===== src/rtl/sbox_share_ctrl.sv =====
// Time-multiplexed SubBytes controller: one 32-bit S-box bank shared between
// the round datapath (four beats per 128-bit state) and key expansion (one beat per word).
module sbox_share_ctrl (
  input  logic         clk,
  input  logic         rst_n,
  input  logic         st_valid_in,
  output logic         st_ready,
  input  logic [127:0] st_data_in,
  output logic         st_valid_out,
  output logic [127:0] st_data_out,
  input  logic         kw_valid_in,
  output logic         kw_ready,
  input  logic [31:0]  kw_data_in,
  output logic         kw_valid_out,
  output logic [31:0]  kw_data_out,
  output logic [31:0]  sbox_data_in,
  input  logic [31:0]  sbox_data_out
);

  typedef enum logic [1:0] {
    IDLE    = 2'd0,
    ST_BEAT = 2'd1,
    KW_BEAT = 2'd2
  } state_e;

  localparam logic GRANT_STATE = 1'b0;
  localparam logic GRANT_KEY   = 1'b1;

  state_e       state_r;
  state_e       state_nxt_s;
  logic [1:0]   beat_r;
  logic [1:0]   beat_nxt_s;
  logic [127:0] work_r;
  logic         last_grant_r;
  logic         grant_key_s;
  logic         st_fire_s;
  logic         kw_fire_s;

  // Round-robin arbiter: on a tie the requester not granted last time wins.
  always_comb begin
    grant_key_s = 1'b0;
    st_ready    = 1'b0;
    kw_ready    = 1'b0;
    if (state_r == IDLE) begin
      if (st_valid_in && kw_valid_in) begin
        grant_key_s = (last_grant_r == GRANT_STATE);
      end else begin
        grant_key_s = kw_valid_in;
      end
      kw_ready = kw_valid_in && grant_key_s;
      st_ready = st_valid_in && !grant_key_s;
    end else begin
      grant_key_s = 1'b0;
    end
  end

  assign st_fire_s = st_valid_in && st_ready;
  assign kw_fire_s = kw_valid_in && kw_ready;

  // Next-state and beat counter logic.
  always_comb begin
    state_nxt_s = state_r;
    beat_nxt_s  = beat_r;
    case (state_r)
      IDLE: begin
        if (st_fire_s) begin
          state_nxt_s = ST_BEAT;
          beat_nxt_s  = 2'd0;
        end else if (kw_fire_s) begin
          state_nxt_s = KW_BEAT;
          beat_nxt_s  = 2'd0;
        end else begin
          state_nxt_s = IDLE;
        end
      end
      ST_BEAT: begin
        if (beat_r == 2'd3) begin
          state_nxt_s = IDLE;
          beat_nxt_s  = 2'd0;
        end else begin
          beat_nxt_s = beat_r + 2'd1;
        end
      end
      KW_BEAT: begin
        state_nxt_s = IDLE;
        beat_nxt_s  = 2'd0;
      end
      default: begin
        state_nxt_s = IDLE;
        beat_nxt_s  = 2'd0;
      end
    endcase
  end

  // S-box bank feed: driven only from registered state, zero when idle.
  always_comb begin
    sbox_data_in = 32'h0000_0000;
    case (state_r)
      ST_BEAT: begin
        case (beat_r)
          2'd0:    sbox_data_in = work_r[31:0];
          2'd1:    sbox_data_in = work_r[63:32];
          2'd2:    sbox_data_in = work_r[95:64];
          2'd3:    sbox_data_in = work_r[127:96];
          default: sbox_data_in = 32'h0000_0000;
        endcase
      end
      KW_BEAT: sbox_data_in = work_r[31:0];
      default: sbox_data_in = 32'h0000_0000;
    endcase
  end

  // FSM state, beat counter and arbitration history.
  always_ff @(posedge clk) begin
    if (!rst_n) begin
      state_r      <= IDLE;
      beat_r       <= 2'd0;
      last_grant_r <= GRANT_STATE;
    end else begin
      state_r <= state_nxt_s;
      beat_r  <= beat_nxt_s;
      if (st_fire_s) begin
        last_grant_r <= GRANT_STATE;
      end else if (kw_fire_s) begin
        last_grant_r <= GRANT_KEY;
      end
    end
  end

  // Work register; a key word only occupies the low lane.
  always_ff @(posedge clk) begin
    if (!rst_n) begin
      work_r <= 128'h0;
    end else if (st_fire_s) begin
      work_r <= st_data_in;
    end else if (kw_fire_s) begin
      work_r <= {96'h0, kw_data_in};
    end
  end

  // Result capture and completion pulses.
  always_ff @(posedge clk) begin
    if (!rst_n) begin
      st_data_out  <= 128'h0;
      kw_data_out  <= 32'h0000_0000;
      st_valid_out <= 1'b0;
      kw_valid_out <= 1'b0;
    end else begin
      st_valid_out <= (state_r == ST_BEAT) && (beat_r == 2'd3);
      kw_valid_out <= (state_r == KW_BEAT);
      if (state_r == ST_BEAT) begin
        case (beat_r)
          2'd0:    st_data_out[31:0]   <= sbox_data_out;
          2'd1:    st_data_out[63:32]  <= sbox_data_out;
          2'd2:    st_data_out[95:64]  <= sbox_data_out;
          2'd3:    st_data_out[127:96] <= sbox_data_out;
          default: st_data_out         <= st_data_out;
        endcase
      end
      if (state_r == KW_BEAT) begin
        kw_data_out <= sbox_data_out;
      end
    end
  end

endmodule

===== config.mk =====
export PLATFORM = sky130hd
export DESIGN_NAME = sbox_share_ctrl
export DESIGN_NICKNAME = d
export VERILOG_FILES = /design/src/rtl/sbox_share_ctrl.sv
export SDC_FILE = /design/constraint.sdc
export NUM_CORES = 1
export LEC_CHECK = 0
export ABC_CLOCK_PERIOD_IN_PS = 1900
export CORE_MARGIN = 2
export CORE_UTILIZATION = 43
export DETAILED_ROUTE_END_ITERATION = 16
export GPL_TIMING_DRIVEN = 0
export PLACE_DENSITY = 0.77
export SYNTH_ARGS = -nofsm -noshare
export SYNTH_HDL_FRONTEND = slang
export SYNTH_SLANG_ARGS = --single-unit

===== constraint.sdc =====
create_clock -name clk -period 1.9 [get_ports clk]
set_input_delay 0.57 -clock clk [delete_from_list [all_inputs] [get_ports clk]]
set_output_delay 0.57 -clock clk [all_outputs]
set_load 0.05 [all_outputs]

# Word-level counts from Yosys, hierarchy flattened

Index checks and enable logic that the tools add are counted.

Bits in registers: 295
Bits of input ports: 196
Output and inout bits: 196
Logic and storage cells: 52

$add $sub $neg: 1
Equality and inequality tests: 7
Mux-type cells: 16
Bitwise gates (word level): 2
Reductions and logical operators: 15

Operators by type and width:

| operator                                                              | count |
|---|---|
| 128-bit two-way mux                                                   | 2 |
| 32-bit one-hot mux with 4 select lines                                | 1 |
| 32-bit one-hot mux with 2 select lines                                | 1 |
| 2-bit two-way mux                                                     | 6 |
| 2-bit one-hot mux with 2 select lines                                 | 2 |
| 2-bit AND reduction                                                   | 4 |
| 2-bit equality test, second input constant                            | 3 |
| 1-bit logical AND                                                     | 6 |
| 2-bit by 1-bit equality test with 1-bit output, second input constant | 2 |
| 2-bit logical NOT                                                     | 2 |
| 1-bit two-way mux                                                     | 4 |
| 3-bit != test, second input constant                                  | 1 |
| 2-bit by 1-bit adder with 2-bit output, second input constant         | 1 |
| 2-bit != test, second input constant                                  | 1 |
| 1-bit inverter                                                        | 2 |
| 2-bit nonzero test                                                    | 1 |
| 2-bit OR reduction                                                    | 1 |
| 1-bit logical NOT                                                     | 1 |

# Depth between registers and ports, before layout

Word-level depth: 9
Gate-level depth with buffers: 8
Mapped depth without buffers: 5

# Worst setup path before layout

Ideal clock, no wire load.

Kind: register to output
From: register beat_r[0]
To: output sbox_data_in[24]
Arrival time: 1891 ps
Data required time: 1330 ps
Slack: -561 ps
Cell stages (with the launch flop): 7
Buffers on the path: 2
Cells stage by stage: dfxtp_1 > inv_1 > ha_1 > buf_2 > clkbuf_1 > a222oi_1 > o2bb2ai_1

Cells in the longest elaborated chain, start to end: 3
Elaborated cells on any way between the ends: 6
Those cells by class: 3 x eq/ne; 2 x mux; 1 x reduce/logical

RTL lines:

| item                                        | line | source |
|---|---|---|
| start, declared                             | 31   | `logic [1:0] beat_r;` |
| start signal, assigned                      | 121  | `beat_r <= beat_nxt_s;` |
| 2-bit equality test (tied with other cells) | 100  | `case (beat_r)` |
| 32-bit one-hot mux with 4 select lines (*)  | 100  |  |
| 32-bit one-hot mux with 2 select lines (*)  | 98   | `case (state_r)` |
| end, declared                               | 16   | `output logic [31:0] sbox_data_in,` |

Every way passes the cells marked *; elsewhere a longest branch is shown, timed or not.

# Worst setup path after layout

From: register beat_r[0]
To: output sbox_data_in[5]

Same word-level chain as after synthesis.

==> results.txt <==
- The run finished, with violations left.
- The checks that failed: negative setup slack.
* Largest fanout on the critical path: 7
* Grt total ovfl: 0
- The signal on the critical path passes through inv_4 > ha_4 > clkbuf_16 > a222oi_1 > o2bb2ai_4 > buf_6.
* Average routed wire per standard cell: around 22 µm
* Met3 Wirelength: around 4.0 mm
- In the routed layout, each cell is associated on average with a via count of 5.65.
- Overall die area: 0.0311 mm²
* Detail Route Antenna Nets: 0
- Power, Total: around 16 mW
- The worst setup path is launched from a flip-flop.
- RSZ-0062 raised after global routing: yes
- Measured along the y axis, the die boundary spans 176 µm.
- The count of buffers added on input and output ports is between 300 and 400.
- Cell at the root of the clock tree: clkbuf_16
* Fmax: 329 MHz
- Synth-to-Final Area Change: 54.6%
- The H-tree was split into 2 levels.
* Sum of negative setup slack: -32.29 ns
- Wire length on met2: between 20 and 25 mm
* Number of global-route vias before repair: ~12000
- In this run the worst hold path is classified as reg -> reg.
- Yosys synthesis warning count: 0
- For this run, design rule violations remaining after detail routing come to 0.
- In the global route stage, overall resource usage came out at 0.302.
* Top routing layer in use: met5
- Slew at the pin closest to its max-slew limit: 0.987 ns
* Synthesized-area fraction occupied by adder cells: 0.00784
- Pin count of the biggest net entering global routing: 20
- In this run the tightest slew margin relative to its limit is 0.342.
* Worst Path Arrival: around 2.5 ns
- After detailed placement, the total cell area comes to 0.0180 mm².
* Worst Path Buf+Inv: 3
* Wire length reported by the detailed router: between 40 and 50 mm
* Clk sink count: ~300
- Power spread over the standard cell area amounts to approximately 790 mW/mm².
* Synth Area in Compound Gates: 0.305
* Fraction of layout instances using a drive strength above 1: 0.224
- Part of the Yosys area used for sequential elements: 0.462
- Post-route worst setup slack: -1.14 ns
* Largest family of logic cells by synthesized area: compound AO/OA/AOI/OAI gates
- TritonCTS built the clock tree.
* Post-synthesis register bit count: 295
* Crit path max-delay family: compound AO/OA/AOI/OAI gates
- For this design, the slowest cell found on the critical path is a222oi_1.
- Initial drt markers: 1055
- Count of different cell masters after synthesis: 30
- Area share of xor/xnor cells in the synthesized design: 0
* Max rail drop VDD: 0.616 mV
- Summing every instance area after synthesis gives 0.0128 mm².
- Final number of setup-violating endpoints: 34
- Maximum buffer depth of the clock tree: 3
- Counting every net in the synthesized netlist gives 1635.
* Final slew viol count: 0
- The routed design could run at a clock period as short as slightly above 3 ns.
* Wire length of the first global-routing pass: 72.1 mm
- Detailed placement ended at an HPWL of ~37 mm.
* Ports placed on the boundary: between 300 and 400
- Clock slew seen by the registers of the worst setup and hold paths: ~0.060 ns
* RePlAce Congestion: 0.938
* Kind of capture point of the worst setup path: output port
- Synthesized instance count: 1431
- After floorplanning, the core was divided into 63 placement rows.
- Starting density of the core: 0.433
* Number of antenna violations at the first check in global routing: 3
- Drt first pass iters: 9
- Core region area: just under 0.03 mm²
- Fillcell total: between 2000 and 2500
* Multiplexer share of the synthesized area: 0.0266
- The routed layout has between 10000 and 15000 vias.
- Across the run, the number of max-cap violations was 0.
* Worst Path Class, Setup: reg -> out
- Hold violation total from the final report: 0
- Critical path required time: roughly 1.3 ns
* Synth Area per Inst: around 9 µm²
- Of the total synthesized cell area, the portion taken by AND, OR, NAND and NOR gates is 0.128.
- Number of buffers created by CTS: 34
* Layout net count: 2084
- The detailed router put a total of roughly 20 mm of wire on met1.
- Summed area of non-filler cells in the final layout: roughly 0.020 mm²
* Peak per-stage delay on the critical path: roughly 0.86 ns
- Clk_lat worst skew: roughly 0.52 ns
- The number of hold buffers added after CTS was 0.
- Final period utilization: 1.60
* Post-route clock skew: about 0.019 ns
* Static Leak: ~6.7 nW
- Chip Width: ~180 µm
[layout make-up]
class	instances	area, µm²	area share
clock inverters	10	100	0.00507
clock buffers	47	960	0.0486
repair buffers	417	4410	0.223
multi-input cells	939	6690	0.339
well taps	390	488	0.0247
diodes	2	5.00	0.000253
inverters	39	151	0.00767
plain buffers	154	1030	0.0520
flip-flops and latches	295	5920	0.300
[metal layers]
| metal | up-vias | global-route usage |
|---|---|---|
| li1 | 6030 | - |
| met1 | 6176 | 0.384 |
| met2 | 622 | 0.505 |
| met3 | 128 | 0.0586 |
| met4 | 2 | 0.120 |
| met5 | - | 0 |
[cells in the final DEF (no fill, tap or decap), types with 9 or more instances in the layout]
cell and count:
a2111oi_0 16, a2111oi_1 15, a211oi_1 33, a21boi_0 181, a21boi_1 44, a222oi_1 32
buf_2 51, buf_4 33, buf_6 36, buf_8 11, clkbuf_1 64, clkbuf_16 40
clkbuf_2 9, clkbuf_8 12, clkdlybuf4s15_2 160, clkdlybuf4s50_1 192, dfxtp_1 291, inv_1 34
mux2i_1 34, nand2_1 359, nor2b_1 34, o2111ai_1 96, o21ai_0 32, o2bb2ai_4 31
[metrics by stage]
| step | hold slack [ns] | std cells | worst slack (ns) | util |
|---|---|---|---|---|
| 6_report | 0.452 | 2293 | -1.14 | 0.670 |
| 4_1_cts | 0.453 | 2283 | -1.10 | 0.666 |
| 3_5_place_dp | 0.445 | 2210 | -1.33 | 0.609 |
| 3_3_place_gp | 0.441 | 2210 | -1.29 | 0.609 |
| 2_1_floorplan | 0.435 | 1431 | -0.134 | - |
| 5_1_grt | 0.470 | 2292 | -1.21 | 0.670 |
[cells by family after synthesis]
kind of cell,Yosys count
adders and majority gates,8
AOI/OAI and AO/OA,491
buffers and inverters,197
and+or+nand+nor,406
muxes,34
DFF,295
[power by group]
part / total [mW] / internal [mW] / leakage (nW) / switching, mW
clock: 6.33 / 3.68 / 0.521 / 2.65
combinational: 2.61 / 1.09 / 3.75 / 1.52
sequential: 6.67 / 6.46 / 2.40 / 0.207
[what timing repair did]
item                       in CTS  in global routing
setup endpoints to repair     198                101
pin swaps                      61                 16
gates cloned                    3                  0
gates resized for setup       771                 44
setup buffers                  16                 10
[sequential cells by signal, summed over array words and instances (netlist names)]
name	cells
kw_valid_out	1
st_valid_out	1
work_r	128
st_data_out	128
last_grant_r	1
beat_r	2
state_r	2
kw_data_out	32
[Yosys cell counts (all sizes together)]
cell | number | area share
inv | 39 | 0.011
nor2b | 34 | 0.017
a21oi | 4 | 0.0016
a211o | 1 | 0.00069
nand3b | 1 | 0.00059
buf | 79 | 0.035
nand3 | 2 | 0.00078
nand2 | 362 | 0.11
a211oi | 33 | 0.019
and2 | 6 | 0.0029
a21boi | 225 | 0.13
dfxtp | 295 | 0.46
a222oi | 32 | 0.025
and3 | 1 | 0.00049
o21ai | 33 | 0.014
o2bb2ai | 32 | 0.022
o2111ai | 96 | 0.066
o21a | 3 | 0.0023
clkbuf | 79 | 0.023
a2111oi | 32 | 0.022
mux2i | 34 | 0.027
ha | 8 | 0.0078
[tightest hold or removal path, stage by stage (launching register included)]
cell and delay [ns]:
dfxtp_1 0.30, nand2_1 0.05, a21boi_1 0.05
[worst paths after layout]
check | from | end | slack [ns] | cells after the start
min reg2reg | st_data_out[28] | st_data_out[28] | 0.45 | 2
max | beat_r[0] | sbox_data_in[5] | -1.14 | 6
max reg2reg | state_r[0] | work_r[10] | 0.06 | 7
min | st_data_out[28] | st_data_out[28] | 0.45 | 2
No activity file was read; power rests on OpenSTA's default activity.
